[src/rtl/instr_sequencer.sv]
// -----------------------------------------------------------------------------
// instr_sequencer
//   Instruction issue unit for simple_cpu. It holds a small writable program
//   store. On start it plays the store out in address order. Each word is held
//   on the instruction output for HOLD_CYCLES clocks, which matches the CPU's
//   multi-cycle execute. Playback stops on a HALT word (top two bits 2'b00) or
//   at the last store address. There is no wrap-around.
//
// Ports
//   clk          in   rising-edge clock
//   rst          in   asynchronous reset, active low
//   prog_we      in   program store write enable (ignored while busy)
//   prog_addr    in   program store write address
//   prog_data    in   program store write data
//   start        in   begin playback from address 0 (ignored while busy)
//   instruction  out  registered instruction word; 0 when not issuing
//   instr_valid  out  1 while instruction carries a program word
//   pc           out  index of the word currently or last issued
//   busy         out  1 while playback is in progress (HOLD)
//   done         out  1 after playback ends, until the next start or reset
//   state_dbg    out  raw FSM state encoding, for checkers and debug
//
// Handshake: there is no ready/valid back-pressure. start and prog_we are
// sampled at a rising edge only while busy is 0. While busy is 1 they are
// dropped silently. instr_valid qualifies instruction on every cycle.
// -----------------------------------------------------------------------------
module instr_sequencer #(
  parameter int INSTR_WIDTH    = 20,
  parameter int PROG_ADDR_BITS = 4,
  parameter int HOLD_CYCLES    = 3
) (
  input  logic                      clk,
  input  logic                      rst,
  input  logic                      prog_we,
  input  logic [PROG_ADDR_BITS-1:0] prog_addr,
  input  logic [INSTR_WIDTH-1:0]    prog_data,
  input  logic                      start,
  output logic [INSTR_WIDTH-1:0]    instruction,
  output logic                      instr_valid,
  output logic [PROG_ADDR_BITS-1:0] pc,
  output logic                      busy,
  output logic                      done,
  output logic [1:0]                state_dbg
);

  localparam int DEPTH = 2 ** PROG_ADDR_BITS;
  // The hold counter needs at least one bit, even when HOLD_CYCLES is 1.
  localparam int CNT_W = (HOLD_CYCLES > 1) ? $clog2(HOLD_CYCLES) : 1;

  localparam logic [CNT_W-1:0]          CNT_LAST = CNT_W'(HOLD_CYCLES - 1);
  localparam logic [CNT_W-1:0]          CNT_ONE  = CNT_W'(1);
  localparam logic [PROG_ADDR_BITS-1:0] PC_ONE   = PROG_ADDR_BITS'(1);
  localparam logic [PROG_ADDR_BITS-1:0] PC_LAST  = PROG_ADDR_BITS'(DEPTH - 1);

  typedef enum logic [1:0] {
    ST_IDLE = 2'd0,
    ST_HOLD = 2'd1,
    ST_DONE = 2'd2
  } state_t;

  state_t                      state_q, state_d;
  logic [INSTR_WIDTH-1:0]      instr_q, instr_d;
  logic                        valid_q, valid_d;
  logic [PROG_ADDR_BITS-1:0]   pc_q, pc_d;
  logic [CNT_W-1:0]            cnt_q, cnt_d;

  // The program store is plain registers. Reset does not clear it, so a
  // program survives a reset and can be replayed afterwards.
  logic [INSTR_WIDTH-1:0]      mem_q [DEPTH];

  logic [PROG_ADDR_BITS-1:0]   pc_inc;
  logic [INSTR_WIDTH-1:0]      word0;
  logic [INSTR_WIDTH-1:0]      word_next;
  logic                        store_we;

  function automatic logic is_halt(input logic [INSTR_WIDTH-1:0] w);
    return (w[INSTR_WIDTH-1 -: 2] == 2'b00);
  endfunction

  assign pc_inc    = pc_q + PC_ONE;
  assign word0     = mem_q[0];
  // When pc_q is the last address, pc_inc wraps to 0. The end-of-store test
  // in the FSM runs first, so that wrapped read is never used.
  assign word_next = mem_q[pc_inc];
  assign store_we  = prog_we && (state_q != ST_HOLD);

  // Store write. A write and a start on the same edge is legal: start reads
  // mem_q as it was before the edge, because word0 comes from the old value.
  always_ff @(posedge clk) begin
    if (store_we) begin
      mem_q[prog_addr] <= prog_data;
    end
  end

  always_ff @(posedge clk or negedge rst) begin
    if (!rst) begin
      state_q <= ST_IDLE;
      instr_q <= '0;
      valid_q <= 1'b0;
      pc_q    <= '0;
      cnt_q   <= '0;
    end else begin
      state_q <= state_d;
      instr_q <= instr_d;
      valid_q <= valid_d;
      pc_q    <= pc_d;
      cnt_q   <= cnt_d;
    end
  end

  always_comb begin
    state_d = state_q;
    instr_d = instr_q;
    valid_d = valid_q;
    pc_d    = pc_q;
    cnt_d   = cnt_q;

    case (state_q)
      ST_IDLE, ST_DONE: begin
        if (start) begin
          pc_d  = '0;
          cnt_d = '0;
          if (is_halt(word0)) begin
            // An empty program goes straight to DONE. It never asserts valid.
            state_d = ST_DONE;
            instr_d = '0;
            valid_d = 1'b0;
          end else begin
            state_d = ST_HOLD;
            instr_d = word0;
            valid_d = 1'b1;
          end
        end
      end

      ST_HOLD: begin
        if (cnt_q == CNT_LAST) begin
          cnt_d = '0;
          if ((pc_q == PC_LAST) || is_halt(word_next)) begin
            // pc keeps pointing at the last word that was issued.
            state_d = ST_DONE;
            instr_d = '0;
            valid_d = 1'b0;
          end else begin
            instr_d = word_next;
            pc_d    = pc_inc;
          end
        end else begin
          cnt_d = cnt_q + CNT_ONE;
        end
      end

      default: begin
        state_d = ST_IDLE;
        instr_d = '0;
        valid_d = 1'b0;
        pc_d    = '0;
        cnt_d   = '0;
      end
    endcase
  end

  assign instruction = instr_q;
  assign instr_valid = valid_q;
  assign pc          = pc_q;
  assign busy        = (state_q == ST_HOLD);
  assign done        = (state_q == ST_DONE);
  assign state_dbg   = state_q;

endmodule
[config.mk]
export PLATFORM = sky130hd
export DESIGN_NAME = instr_sequencer
export DESIGN_NICKNAME = d
export VERILOG_FILES = /design/src/rtl/instr_sequencer.sv
export SDC_FILE = /design/constraint.sdc
export NUM_CORES = 1
export LEC_CHECK = 0
export CAP_MARGIN = 40
export CORE_MARGIN = 1
export CORE_UTILIZATION = 55
export CTS_CLUSTER_SIZE = 20
export DETAILED_ROUTE_END_ITERATION = 8
export DONT_BUFFER_PORTS = 1
export HOLD_SLACK_MARGIN = 0.06
export MAX_ROUTING_LAYER = met4
export PLACE_DENSITY = 0.76
export REMOVE_ABC_BUFFERS = 1
export SYNTH_ARGS = -nofsm -noshare
export SYNTH_HDL_FRONTEND = slang
export SYNTH_SLANG_ARGS = --single-unit
[constraint.sdc]
create_clock -name clk -period 7.1 [get_ports clk]
set_input_delay 0.71 -clock clk [delete_from_list [all_inputs] [get_ports clk]]
set_output_delay 0.71 -clock clk [all_outputs]
set_load 0.01 [all_outputs]
## After elaboration in Yosys (flattened, before gate mapping)

Memories as Yosys holds them, arrays and structs flattened.
Cells that the tools add are included.

| word-level totals | value |
|---|---|
| output and inout port bits | 29 |
| input port bits | 28 |
| bits in writable memories | 320 |
| word-level logic and storage cells | 50 |
| bits in registers | 29 |
| memories kept | 1 |

Memories:

| memory | depth | width | rd ports | clocked after Yosys merged registers in | write ports | line | text |
|---|---|---|---|---|---|---|---|
| mem_q | 16 | 20 | 2 | 0 | 1 | 69 | `logic [INSTR_WIDTH-1:0] mem_q [DEPTH];` |

| cells by class | value |
|---|---|
| add/subtract/negate cells | 2 |
| mux-type cells | 24 |
| equality and inequality tests | 9 |
| reduce and logical (&&, ||, !) cells | 9 |

Operators by type and width:

| kind | number |
|---|---|
| 20-bit two-way mux | 4 |
| 20-bit case mux with 2 select lines | 1 |
| 2-bit two-way mux | 6 |
| 4-bit two-way mux | 3 |
| 2-bit case mux with 2 select lines | 2 |
| 4-bit case mux with 2 select lines | 1 |
| 2-bit logical NOT | 3 |
| 1-bit two-way mux | 6 |
| 2-bit by 1-bit != test with 1-bit output, second input constant | 3 |
| 3-bit AND reduction | 2 |
| 4-bit by 1-bit adder with 4-bit output, second input constant | 1 |
| 2-bit equality test, second input constant | 2 |
| 4-bit equality test, second input constant | 1 |
| 2-bit != test, second input constant | 2 |
| 2-bit by 1-bit adder with 2-bit output, second input constant | 1 |
| 2-bit by 1-bit equality test with 1-bit output, second input constant | 1 |
| 1-bit case mux with 2 select lines | 1 |
| 2-bit AND reduction | 1 |
| 2-bit OR reduction | 1 |
| 1-bit logical AND | 1 |
| 1-bit logical OR | 1 |

## Longest topological paths before layout

An unclocked memory read counts as a cell.

| logic depth | value |
|---|---|
| depth in word-level cells | 7 |
| mapped depth | 10 |
| mapped depth without buffers | 7 |

## Worst setup path after synthesis

Ideal clock, no wire load.

| path | value |
|---|---|
| kind | input to register |
| start | input prog_addr[1] |
| end | memory mem_q[0][0], enable pin |
| buffers on the path | 0 |
| slack | 4.131 ns |
| data arrival time | 2.547 ns |
| stages | 2 |
| path through | or3_1 -> nor3_1 |

RTL lines:

| what | line | text |
|---|---|---|
| start, declared | 35 | `input logic [PROG_ADDR_BITS-1:0] prog_addr,` |
| end, declared | 69 |  |

Straight into the memory's write port.

## Worst setup path after layout

| path | value |
|---|---|
| start | register pc_q[0], in the netlist pc[0] |
| end | register instr_q[2], in the netlist instruction[2] |

| between the ends | value |
|---|---|
| cells in the longest elaborated chain, start to end | 7 |
| elaborated cells on any way between the ends | 8 |

Ends and longest elaborated chain:

| what | line | text |
|---|---|---|
| start, declared | 64 | `logic [PROG_ADDR_BITS-1:0] pc_q, pc_d;` |
| start signal, assigned | 106 | `pc_q <= pc_d;` |
| 4-bit by 1-bit adder with 4-bit output | 80 | `assign pc_inc = pc_q + PC_ONE;` |
| memory 16 x 20 bit | -- |  |
| 2-bit logical NOT | 77 | `return (w[INSTR_WIDTH-1 -: 2] == 2'b00);` |
| 1-bit logical OR | 139 | `if ((pc_q == PC_LAST) \|\| is_halt(word_next)) begin` |
| 20-bit two-way mux (*) | 139 |  |
| 20-bit two-way mux (*) | 137 | `if (cnt_q == CNT_LAST) begin` |
| 20-bit case mux with 2 select lines (*) | 118 | `case (state_q)` |
| end signal, assigned | 104 | `instr_q <= instr_d;` |
| end, declared | 62 | `logic [INSTR_WIDTH-1:0] instr_q, instr_d;` |

Every way passes the cells marked *; elsewhere a longest branch is shown, timed or not. The select of a mux whose other input is x is not followed.
A chain may end at the register's enable or synchronous reset.

==> flow_summary.toml <==
[logic_synthesis]
synthesis.area_mm2 = 0.0135
syn_area_per_cell_um2 = 20.8
netlist.area_leader.share_pct = 71.0
yosysSeqAreaShare_pct = 76.4
ys_warn_count = 0
ys_top_cells_by_area = "edfxtp_1 (71%), mux4_2 (13%), dfrtp_1 (5.4%)"
synth-seq-cells = 349
synth_cell_types = 35
synth_cells = 652
synth_top_area_cell = "edfxtp_1"

[power_and_ir_drop]
power_density_mw_per_mm2 = 366
ir_worst_vdd_mv = 0.221
fin_total_pwr_mw = 5.69
leakage_nw = 4.95

[place]
port_buffers = 0
gp_congestion = 0.780
placed_cells = 968
dp_hpwl_mm = 16.9
place_ws_ns = 3.32

[critical_path]
critPathTopFamily = "flip-flops"
path_cells = "ha_4, xor2_4, buf_4, mux2i_1, mux2i_1, o21ai_1, or3_1, buf_8, o21ai_1"
cp.arrival_ns = 4.22
crit_slowest_cell = "dfrtp_4"
crit_type = "flip-flop to flip-flop"
cp_num_buf_inv = 2
worstSetupPathDepth = 9
cp_max_fo = 41
start_kind = "flip-flop"
reg2reg_depth = 9
endpoint_kind = "flip-flop"
critical-path-max-stage-delay_ns = 0.93
critical_path_required_ns = 7.52

[sta]
worst_slack_ns = 3.30
fmax_mhz = 263
finalSetupTns_ns = 0
tightest_slew_ns = 0.990
post-route-period-util_pct = 53.5
hold_violations = 0
rsz0062_at_grt = "no"
setup_viol = 0
fin_crit_ns = 3.80
relSlewSlack_pct = 33.7
slew_viol_final = 0
skew_ns = 0.0165

[global_route]
grt_util_all_layers_pct = 24.9
grt_max_degree = 42
grt.overflow.total = 0
grt_pass1_vias = 7016
antenna_found_initial = 0
grt_first_pass_wirelength_mm = 44.1

[route]
met1_length_mm = 11.7
drt-total-wl_mm = 29.5
avgRoutedWirePerCell_um = 28.5
route.detailed.drc = 0
top_layer_used = "met4"
drt_pass1_iterations = 5
dr_wl_met3_mm = 2.64
dr_total_vias = 6589
wl_met2_mm = 14.5
avgViaCountPerCell = 6.38
ant_nets = 0
drt_iter0_markers = 716

[floorplanning]
fp-row-count = 57
core-area_mm2 = 0.0242
die_width_um = 159
ios = 57
dieHeight_um = 159
dieArea_mm2 = 0.0252
initial_core_util_pct = 55.8

[clock_network]
root_buffer = "clkbuf_16"
clk_path_buf_depth = 3
path_clk_slew_ns = 0.06
htree_levels = 2
post_cts_buffers = 0
clk_latency_ns = 0.52
cts_tree = "built"
cts.sinks = 349
cts_buffers = 35

[finish]
n_fill_cell = 1578
antenna_cells = 0
layout-drive-gt1-share_pct = 27.6
final_cell_mix = "edfxtp_1 (320), mux4_2 (80), clkbuf_16 (37), dfrtp_1 (28), nand2_1 (27)"
multi_input_area_mm2 = 0.00317
regArea_mm2 = 0.0103
final_common_cell = "edfxtp_1"
post-route-util_pct = 64.1
final_nets = 712
area_growth_pct = 14.9
final_cells = 1033

[flow_run]
max_cap_violations = 0

[worst_hold_path]
hold_path_class = "primary input to flip-flop"
hold-path-cell-count = 0

[status]
status = "finished clean"
## where the power goes
part / internal (mW) / switching [mW]
sequential: 2.35 / 0.161
clock: 1.06 / 0.729
combinational: 0.706 / 0.678
## synthesized netlist by cell type, drive strengths merged
cell	instances
or2	1
xnor2	1
and2	1
a41oi	1
nor2b	3
nand2b	4
buf	22
nand3	4
a22oi	18
a21oi	5
ha	1
xor2	1
nor3	5
mux2	18
o31ai	1
mux2i	25
edfxtp	320
a21o	4
dfrtp	29
nand2	27
nor3b	1
inv	5
o22ai	2
mux4	80
o22a	1
o21ai	40
or3	2
nand4	1
and3b	1
clkbuf	11
nor2	17
## metrics by stage
stage	area (um^2)	hold WS, ns
5_1_grt	15600	0.266
3_3_place_gp	14000	0.415
6_report	15600	0.281
3_5_place_dp	14400	0.415
2_1_floorplan	13400	0.414
4_1_cts	15600	0.268
## cells by family after synthesis
group | Yosys count | synth area share (%)
multiplexers | 123 | 16.7
buffers and inverters | 38 | 1.31
adder cells (fa/ha/maj) | 1 | 0.0924
AO/OA/AOI/OAI | 72 | 3.16
XOR/XNOR | 2 | 0.185
AND/OR/NAND/NOR | 67 | 2.23
flip-flops | 349 | 76.4
## what timing repair did
action,CTS,global route
hold buffers,2,0
gates resized for setup,0,0
hold endpoints to repair,29,0
## registers in the layout, indices dropped and copies added, names as in the netlist
| name | count |
|---|---|
| pc | 4 |
| mem_q | 320 |
| state_dbg | 2 |
| instruction | 20 |
| instr_valid | 1 |
| cnt_q | 2 |
## worst reg2reg max path, stage by stage (launching register included)
cell	delay (ns)
dfrtp_4	0.93
ha_4	0.30
xor2_4	0.13
buf_4	0.65
mux2i_1	0.21
mux2i_1	0.26
o21ai_1	0.16
or3_1	0.59
buf_8	0.27
o21ai_1	0.20
## layer usage
layer	up-vias	track usage [%]
met5	-	-
met4	0	7.17
met3	55	6.69
met2	306	38.6
met1	3486	32.8
li1	2742	-
## worst paths after layout
check                                         endpoint  slack (ns)              startpoint
min in group asynchronous   instruction[0]$_DFFE_PN0P_        0.74                     rst
setup / recovery            instruction[2]$_DFFE_PN0P_        3.30       pc[0]$_DFFE_PN0P_
hold / removal                 mem_q[11][12]$_DFFE_PP_        0.28           prog_data[12]
hold reg to reg            instruction[17]$_DFFE_PN0P_        0.52  mem_q[0][17]$_DFFE_PP_
setup reg to reg            instruction[2]$_DFFE_PN0P_        3.30       pc[0]$_DFFE_PN0P_
max in group asynchronous            pc[0]$_DFFE_PN0P_        6.14                     rst
## area by class of cell
class                      instances  share of cell area (%)
sequential                       349                    66.5
clock buffer                      55                    6.84
multi-input combinational        265                    20.4
timing repair buffer              27                    3.15
inverter                           5                   0.121
tap                              324                    2.61
clock inverter                     8                   0.418
Note: power is estimated with default switching activity, not from simulation.
